--- config.mk ---
export PLATFORM = sky130hd
export DESIGN_NAME = mips_cpu_state_sequencer
export DESIGN_NICKNAME = d
export VERILOG_FILES = /design/src/rtl/mips_cpu_state_sequencer.sv
export SDC_FILE = /design/constraint.sdc
export NUM_CORES = 1
export LEC_CHECK = 0
export CORE_MARGIN = 8
export CORE_UTILIZATION = 44
export DETAILED_ROUTE_END_ITERATION = 8
export MAX_ROUTING_LAYER = met4
export PLACE_DENSITY = 0.93
export SETUP_SLACK_MARGIN = 0.05
export SLEW_MARGIN = 15
export SYNTH_ARGS = -nofsm -noshare
export SYNTH_HDL_FRONTEND = slang
export SYNTH_SLANG_ARGS = --single-unit
--- constraint.sdc ---
create_clock -name clk -period 6.3 [get_ports clk]
set_input_delay 1.26 -clock clk [delete_from_list [all_inputs] [get_ports clk]]
set_output_delay 1.26 -clock clk [all_outputs]
set_load 0.005 [all_outputs]
--- src/rtl/mips_cpu_state_sequencer.sv ---
// Multicycle fetch/decode/exec state register feeding the combinational MIPS controller.
// Optional waitrequest watchdog: define MIPS_CPU_WAITREQUEST_TIMEOUT_EN.
module mips_cpu_state_sequencer #(
  parameter logic [2:0] RESET_STATE    = 3'd1,
  parameter int         TIMEOUT_CYCLES = 1024
) (
  input  logic        clk,
  input  logic        reset,
  input  logic [5:0]  opcode,
  input  logic [5:0]  fncode,
  input  logic [4:0]  regimm,
  input  logic        waitrequest,
  input  logic        muldiv_busy,
  input  logic [31:0] pc_next,
  output logic [2:0]  state,
  output logic        active,
  output logic        instr_retired,
  output logic [31:0] retired_count,
  output logic        bus_error
);

  typedef enum logic [2:0] {
    S_HALTED = 3'd0,
    S_FETCH  = 3'd1,
    S_DECODE = 3'd2,
    S_EXEC1  = 3'd3,
    S_EXEC2  = 3'd4
  } state_t;

  localparam logic [16:0] TIMEOUT_LIMIT = 17'(TIMEOUT_CYCLES);

  state_t state_q;
  state_t state_d;
  logic   mem_op;
  logic   muldiv_op;
  logic   two_cycle;
  logic   wait_stall;
  logic   busy_stall;
  logic   retire;
  logic   timeout_trip;

  assign mem_op     = opcode inside {[6'h20:6'h26], 6'h28, 6'h29, 6'h2b};
  assign muldiv_op  = (opcode == 6'h00) &&
                      (fncode inside {6'h10, 6'h11, 6'h12, 6'h13, 6'h18, 6'h19, 6'h1a, 6'h1b});
  assign two_cycle  = (opcode inside {[6'h20:6'h26]}) ||
                      ((opcode == 6'h01) && (regimm inside {5'h10, 5'h11}));
  assign wait_stall = waitrequest &&
                      ((state_q == S_FETCH) || ((state_q == S_EXEC1) && mem_op));
  assign busy_stall = (state_q == S_EXEC1) && muldiv_op && muldiv_busy;

  // Next-state selection; undefined opcodes fall through as single-exec-cycle NOPs.
  always_comb begin
    retire  = 1'b0;
    state_d = S_HALTED;
    case (state_q)
      S_HALTED: state_d = S_HALTED;
      S_FETCH:  state_d = waitrequest ? S_FETCH : S_DECODE;
      S_DECODE: state_d = S_EXEC1;
      S_EXEC1: begin
        if (wait_stall || busy_stall) begin
          state_d = S_EXEC1;
        end else if (two_cycle) begin
          state_d = S_EXEC2;
        end else begin
          retire = 1'b1;
        end
      end
      S_EXEC2:  retire = 1'b1;
      default:  state_d = S_HALTED;
    endcase
    if (retire) begin
      state_d = (pc_next == 32'h0000_0000) ? S_HALTED : S_FETCH;
    end
    if (timeout_trip) begin
      state_d = S_HALTED;
    end
  end

`ifdef MIPS_CPU_WAITREQUEST_TIMEOUT_EN
  logic [15:0] stall_cnt;
  logic [16:0] stall_cnt_inc;

  assign stall_cnt_inc = {1'b0, stall_cnt} + 17'd1;
  assign timeout_trip  = wait_stall && (stall_cnt_inc >= TIMEOUT_LIMIT);
`else
  logic unused_timeout;

  assign unused_timeout = ^TIMEOUT_LIMIT;
  assign timeout_trip   = 1'b0;
  assign bus_error      = 1'b0;
`endif

  // All outputs are registered so the controller never sees an input-driven glitch.
  always_ff @(posedge clk) begin
    if (reset) begin
      state_q       <= state_t'(RESET_STATE);
      active        <= 1'b1;
      instr_retired <= 1'b0;
      retired_count <= 32'h0;
`ifdef MIPS_CPU_WAITREQUEST_TIMEOUT_EN
      stall_cnt     <= 16'h0;
      bus_error     <= 1'b0;
`endif
    end else begin
      state_q       <= state_d;
      active        <= (state_d != S_HALTED);
      instr_retired <= retire;
      if (retire) begin
        retired_count <= retired_count + 32'd1;
      end
`ifdef MIPS_CPU_WAITREQUEST_TIMEOUT_EN
      stall_cnt <= wait_stall ? stall_cnt_inc[15:0] : 16'h0;
      if (timeout_trip) begin
        bus_error <= 1'b1;
      end
`endif
    end
  end

  assign state = state_q;

endmodule

### Yosys cells after proc, flatten, opt, wreduce, memory -nomap -nowiden

Index checks and enable logic that the tools add are counted.

* equal/unequal tests: 18
* $lt $le $gt $ge: 2
* reduce and logical (&&, ||, !) cells: 16
* add/subtract/negate cells: 1
* mux-type cells: 9

Operators by type and width (number)
* equality test 6 x 5 -> 1 bit, second input constant: 8
* adder 32 x 1 -> 32 bit, second input constant: 1
* zero test 32 bit: 1
* equality test 6 bit, second input constant: 3
* equality test 5 bit, second input constant: 2
* two-way mux 3 bit: 3
* case mux 3 bit (3 select lines): 1
* nonzero test 8 bit: 1
* logical AND 1 bit: 7
* equality test 3 x 2 -> 1 bit, second input constant: 2
* equality test 6 x 1 -> 1 bit, second input constant: 1
* greater-or-equal comparator 6 bit, second input constant: 1
* <= comparator 6 bit, second input constant: 1
* zero test 6 bit: 1
* nonzero test 4 bit: 1
* equality test 3 x 1 -> 1 bit, second input constant: 1
* equality test 3 bit, second input constant: 1
* logical OR 1 bit: 3
* two-way mux 1 bit: 3
* nonzero test 3 bit: 1
* two-way mux 2 bit: 1
* case mux 1 bit (2 select lines): 1
* nonzero test 2 bit: 1

* output and inout port bits: 38
* word-level logic and storage cells: 50
* flip-flop bits (word level): 37

### Logic depth before layout (Yosys ltp)

* word-level depth: 11
* mapped depth: 8

### Least setup slack after synthesis

No wires, ideal clock.

* path kind: in2reg
* from: input opcode[0]
* to: register retired_count[14]
* path slack: 3.428 ns
* arrival time: 2.751 ns
* cell stages on the path: 7
* required time: 6.179 ns
* setup time: 0.121 ns
* cell sequence: nor4b_1 and4b_1 nand4b_1 o21a_1 buf_2 nor4b_1 mux2_2

* longest elaborated chain between the ends: 9
* elaborated cells between the ends (all ways): 21

RTL lines
* start: declaration: line 9 `input logic [5:0] opcode,`
* greater-or-equal comparator 6 bit / <= comparator 6 bit (equally long branches): line 42, 45
* logical AND 1 bit: line 42, 45
* nonzero test 4 bit: line 42 `assign mem_op = opcode inside {[6'h20:6'h26], 6'h28, 6'h29, 6'h2b};`
* logical AND 1 bit: line 48 `((state_q == S_FETCH) || ((state_q == S_EXEC1) && mem_op));`
* logical OR 1 bit: line 48
* logical AND 1 bit: line 47 `assign wait_stall = waitrequest &&`
* logical OR 1 bit: line 60 `if (wait_stall || busy_stall) begin`
* two-way mux 1 bit (*): line 60
* case mux 1 bit (2 select lines) (*): line 55 `case (state_q)`
* end signal: assignment: line 109 `retired_count <= retired_count + 32'd1;`
* end: declaration: line 18 `output logic [31:0] retired_count,`

Mark *: on every way between the ends. The rest lies on a longest branch, timed or not.
A chain may end at the register's enable or synchronous reset.

### Final worst setup path

* from: input opcode[1]
* to: register retired_count[14]

The elaborated chain is that of the path after synthesis.

==> results.md <==
- Post-CTS Setup Inserts: 0
- Initial Utilization: 45.1%
- # rows: 24
- Clk root buf: clkbuf_8
- Clock transition at the registers of the reported paths: 0.07 ns
- Vias: 2191
- Fin crit period: 3.55 ns
- Max Clock Freq: 282 MHz
- Slew margin rel.: 45.5%
- Gpl congestion: 0.731
- Worst Clk Skew: 0.00685 ns
- Core area: 4290 um2
- Post-Route Utilization: 67.4%
- Nets: 381
- Area Growth Syn to Fin: 49.4%
- Fin. Hold Viols: 0
- CP arrival: 3.74 ns
- GRT Residual Overflow: 0
- Overall die area: 6780 um2
- CP top delay family: simple AND/OR/NAND/NOR gates
- Post-cts hold buffer count: 0
- Top_reg_cell synth: dfxtp_1
- # setup viols final: 0
- Worst setup EP type: flop
- I/O Pins: 91
- End of the worst hold path: retired_count[31]
- Leak: 0.000917 uW
- Crit path required time: 6.49 ns
- Placed inst area: 2810 um2
- Register area share after synthesis: 38.2%
- 1st-iter DRT viols: 167
- Final ANT Viol Nets: 0
- CP max stage delay: 0.68 ns
- TNS Setup: 0 ns
- Initial antenna violation count: 0
- CTS buffer count: 5
- Measured slew at the worst slew-check pin: 0.817 ns
- R2R Path Start: state[1]
- First-pass GRT wire length: 9.38 mm
- Most frequent cells in the layout: clkdlybuf4s50_1 (85), dfxtp_1 (37), a21oi_1 (33)
- Post-synth cell types: 39
- Worst path cell trace: clkdlybuf4s50_1, nor4_1, and4b_1, nand4b_1, o21a_1, nor4b_1, mux2_2
- TritonCTS clock tree: yes
- Die width: 82.3 um
- Critical path fanouts, max: 29
- DRT Pass-1 Iters: 4
- WS Path Type: input pin to flop
- Diode count: 0
- Clock tree buffer depth: 2
- Async S/R FF share, synth: 0%
- Status: complete, no violations
- Most common cell after layout, fill and taps aside: clkdlybuf4s50_1
- Pre-CTS setup slack: 2.30 ns
- Slew Limit Fails: 0
- Post-cts resize count: 0
- Synth warn: 0
- R2R Setup Slk: 4.03 ns
- Worst setup margin: 2.75 ns
- Number of flops mapped to enable cells by yosys: 0
- RSZ-0062 raised after global routing: false
- Hold path depth: 2
- Max cap viols: 0
- WP depth: 7
- Vias in the first global route: 1999
- Syn Std Cell Area: 1940 um2
- Final Total Pwr: 473 uW
- DRC viols: 0
- Dpl hpwl: 4.57 mm
- R2R Path End: retired_count[14]
- Hold_sp: retired_count[31]
- Worst min path class: flop to flop
- Reg2Reg Depth: 5
- Synthesized area per cell: 7.87 um2
- PortBufs: 85
- Drt wl/cell: 15.7 um
- Yosys reg bits: 37
- Design area: 2890 um2
- Share of post-route cells with drive strength above 1: 3.36%
- Critical path's slowest cell: o21a_1
- Power Density: 164 nW/um2
- VDD IR max: 0.162 mV
- Syn nets: 300
- Worst setup startpoint: opcode[1]
- Num Clock Sinks: 37
- H-tree levels: 2
- Routed WL: 5.97 mm
- Gr usage total: 18.3%
- Final worst-path cycle share: 56.3%
- Clk_lat worst skew: 0.30 ns
- Synth Instances: 246
- Vias per std cell: 5.78
- Vert. Die Dim: 82.3 um
- Largest net degree at the start of global routing: 39
- Crit path buf inv count: 1
- Element type at the critical path start: input pin
-- per-stage QoR --
step	std cells	hold WS [ns]
2_1_floorplan	246	0.468
3_3_place_gp	372	0.469
3_5_place_dp	372	0.483
4_1_cts	379	0.489
5_1_grt	379	0.529
6_report	379	0.487
-- cell families (layout without fill, tap and decap cells) --
group / count (synthesis) / count (layout) / share of synthesized area, %
mux: 2 / 2 / 1.16
buf+inv: 18 / 99 / 3.94
flops: 37 / 37 / 38.2
compound gates: 68 / 68 / 19.3
other cells: 1 / 1 / 0.194
fa+ha+maj: 1 / 1 / 0.646
simple gates: 117 / 117 / 35.7
xor+xnor: 2 / 2 / 0.905
-- tightest hold or removal path: cells and delay by family, from the launching register on --
kind	cells	cell delay, ns
DFF	1	0.33
AOI/OAI and AO/OA	2	0.11
-- sequential cells by signal, summed over array words and instances, names as in the netlist --
name and cells:
active 1, instr_retired 1, retired_count 32, state 3
-- cells in the mapped netlist, drive strengths merged, types with 3 or more instances --
master | instances | share of area (%)
a21oi | 33 | 8.5
and3 | 5 | 1.6
and4 | 4 | 1.8
buf | 5 | 1.4
clkbuf | 7 | 1.4
dfxtp | 37 | 38
inv | 6 | 1.2
nand2 | 17 | 3.3
nand3 | 12 | 3.1
nand4 | 10 | 3.2
nand4b | 3 | 1.4
nor2 | 12 | 2.3
nor2b | 3 | 0.97
nor3 | 4 | 1.0
nor4 | 10 | 3.2
nor4b | 3 | 1.4
o21ai | 24 | 6.2
o31ai | 6 | 2.3
or3 | 19 | 6.1
or4 | 5 | 1.9
-- layer usage --
metal	vias up	share of wire, %	GRT usage, %
met5	-	0	-
met2	61	51	30.9
met3	12	5.8	4.11
li1	1095	-	-
met1	1023	41	19.9
met4	0	2.3	8.77
-- how the worst max path moves through the flow --
stage,to
floorplan,retired_count[14]
finish,retired_count[14]
global placement,retired_count[15]
global route,retired_count[14]
CTS,retired_count[15]
detailed placement,retired_count[15]
-- layout make-up --
type / instances / area (um2)
Inverter: 6 / 22.5
Timing Repair Buffer: 86 / 858
Multi-Input combinational cell: 191 / 1120
Sequential cell: 37 / 741
Clock buffer: 7 / 86.3
Fill cell: 375 / 1400
Tap cell: 52 / 65.1
-- where the power goes --
group          internal, uW  switching [uW]  leakage [uW]
registers               237            4.06      0.000299
clock network          86.8            84.1     0.0000443
logic                  38.7            22.4      0.000574
No activity file was read; power rests on OpenSTA's default activity.
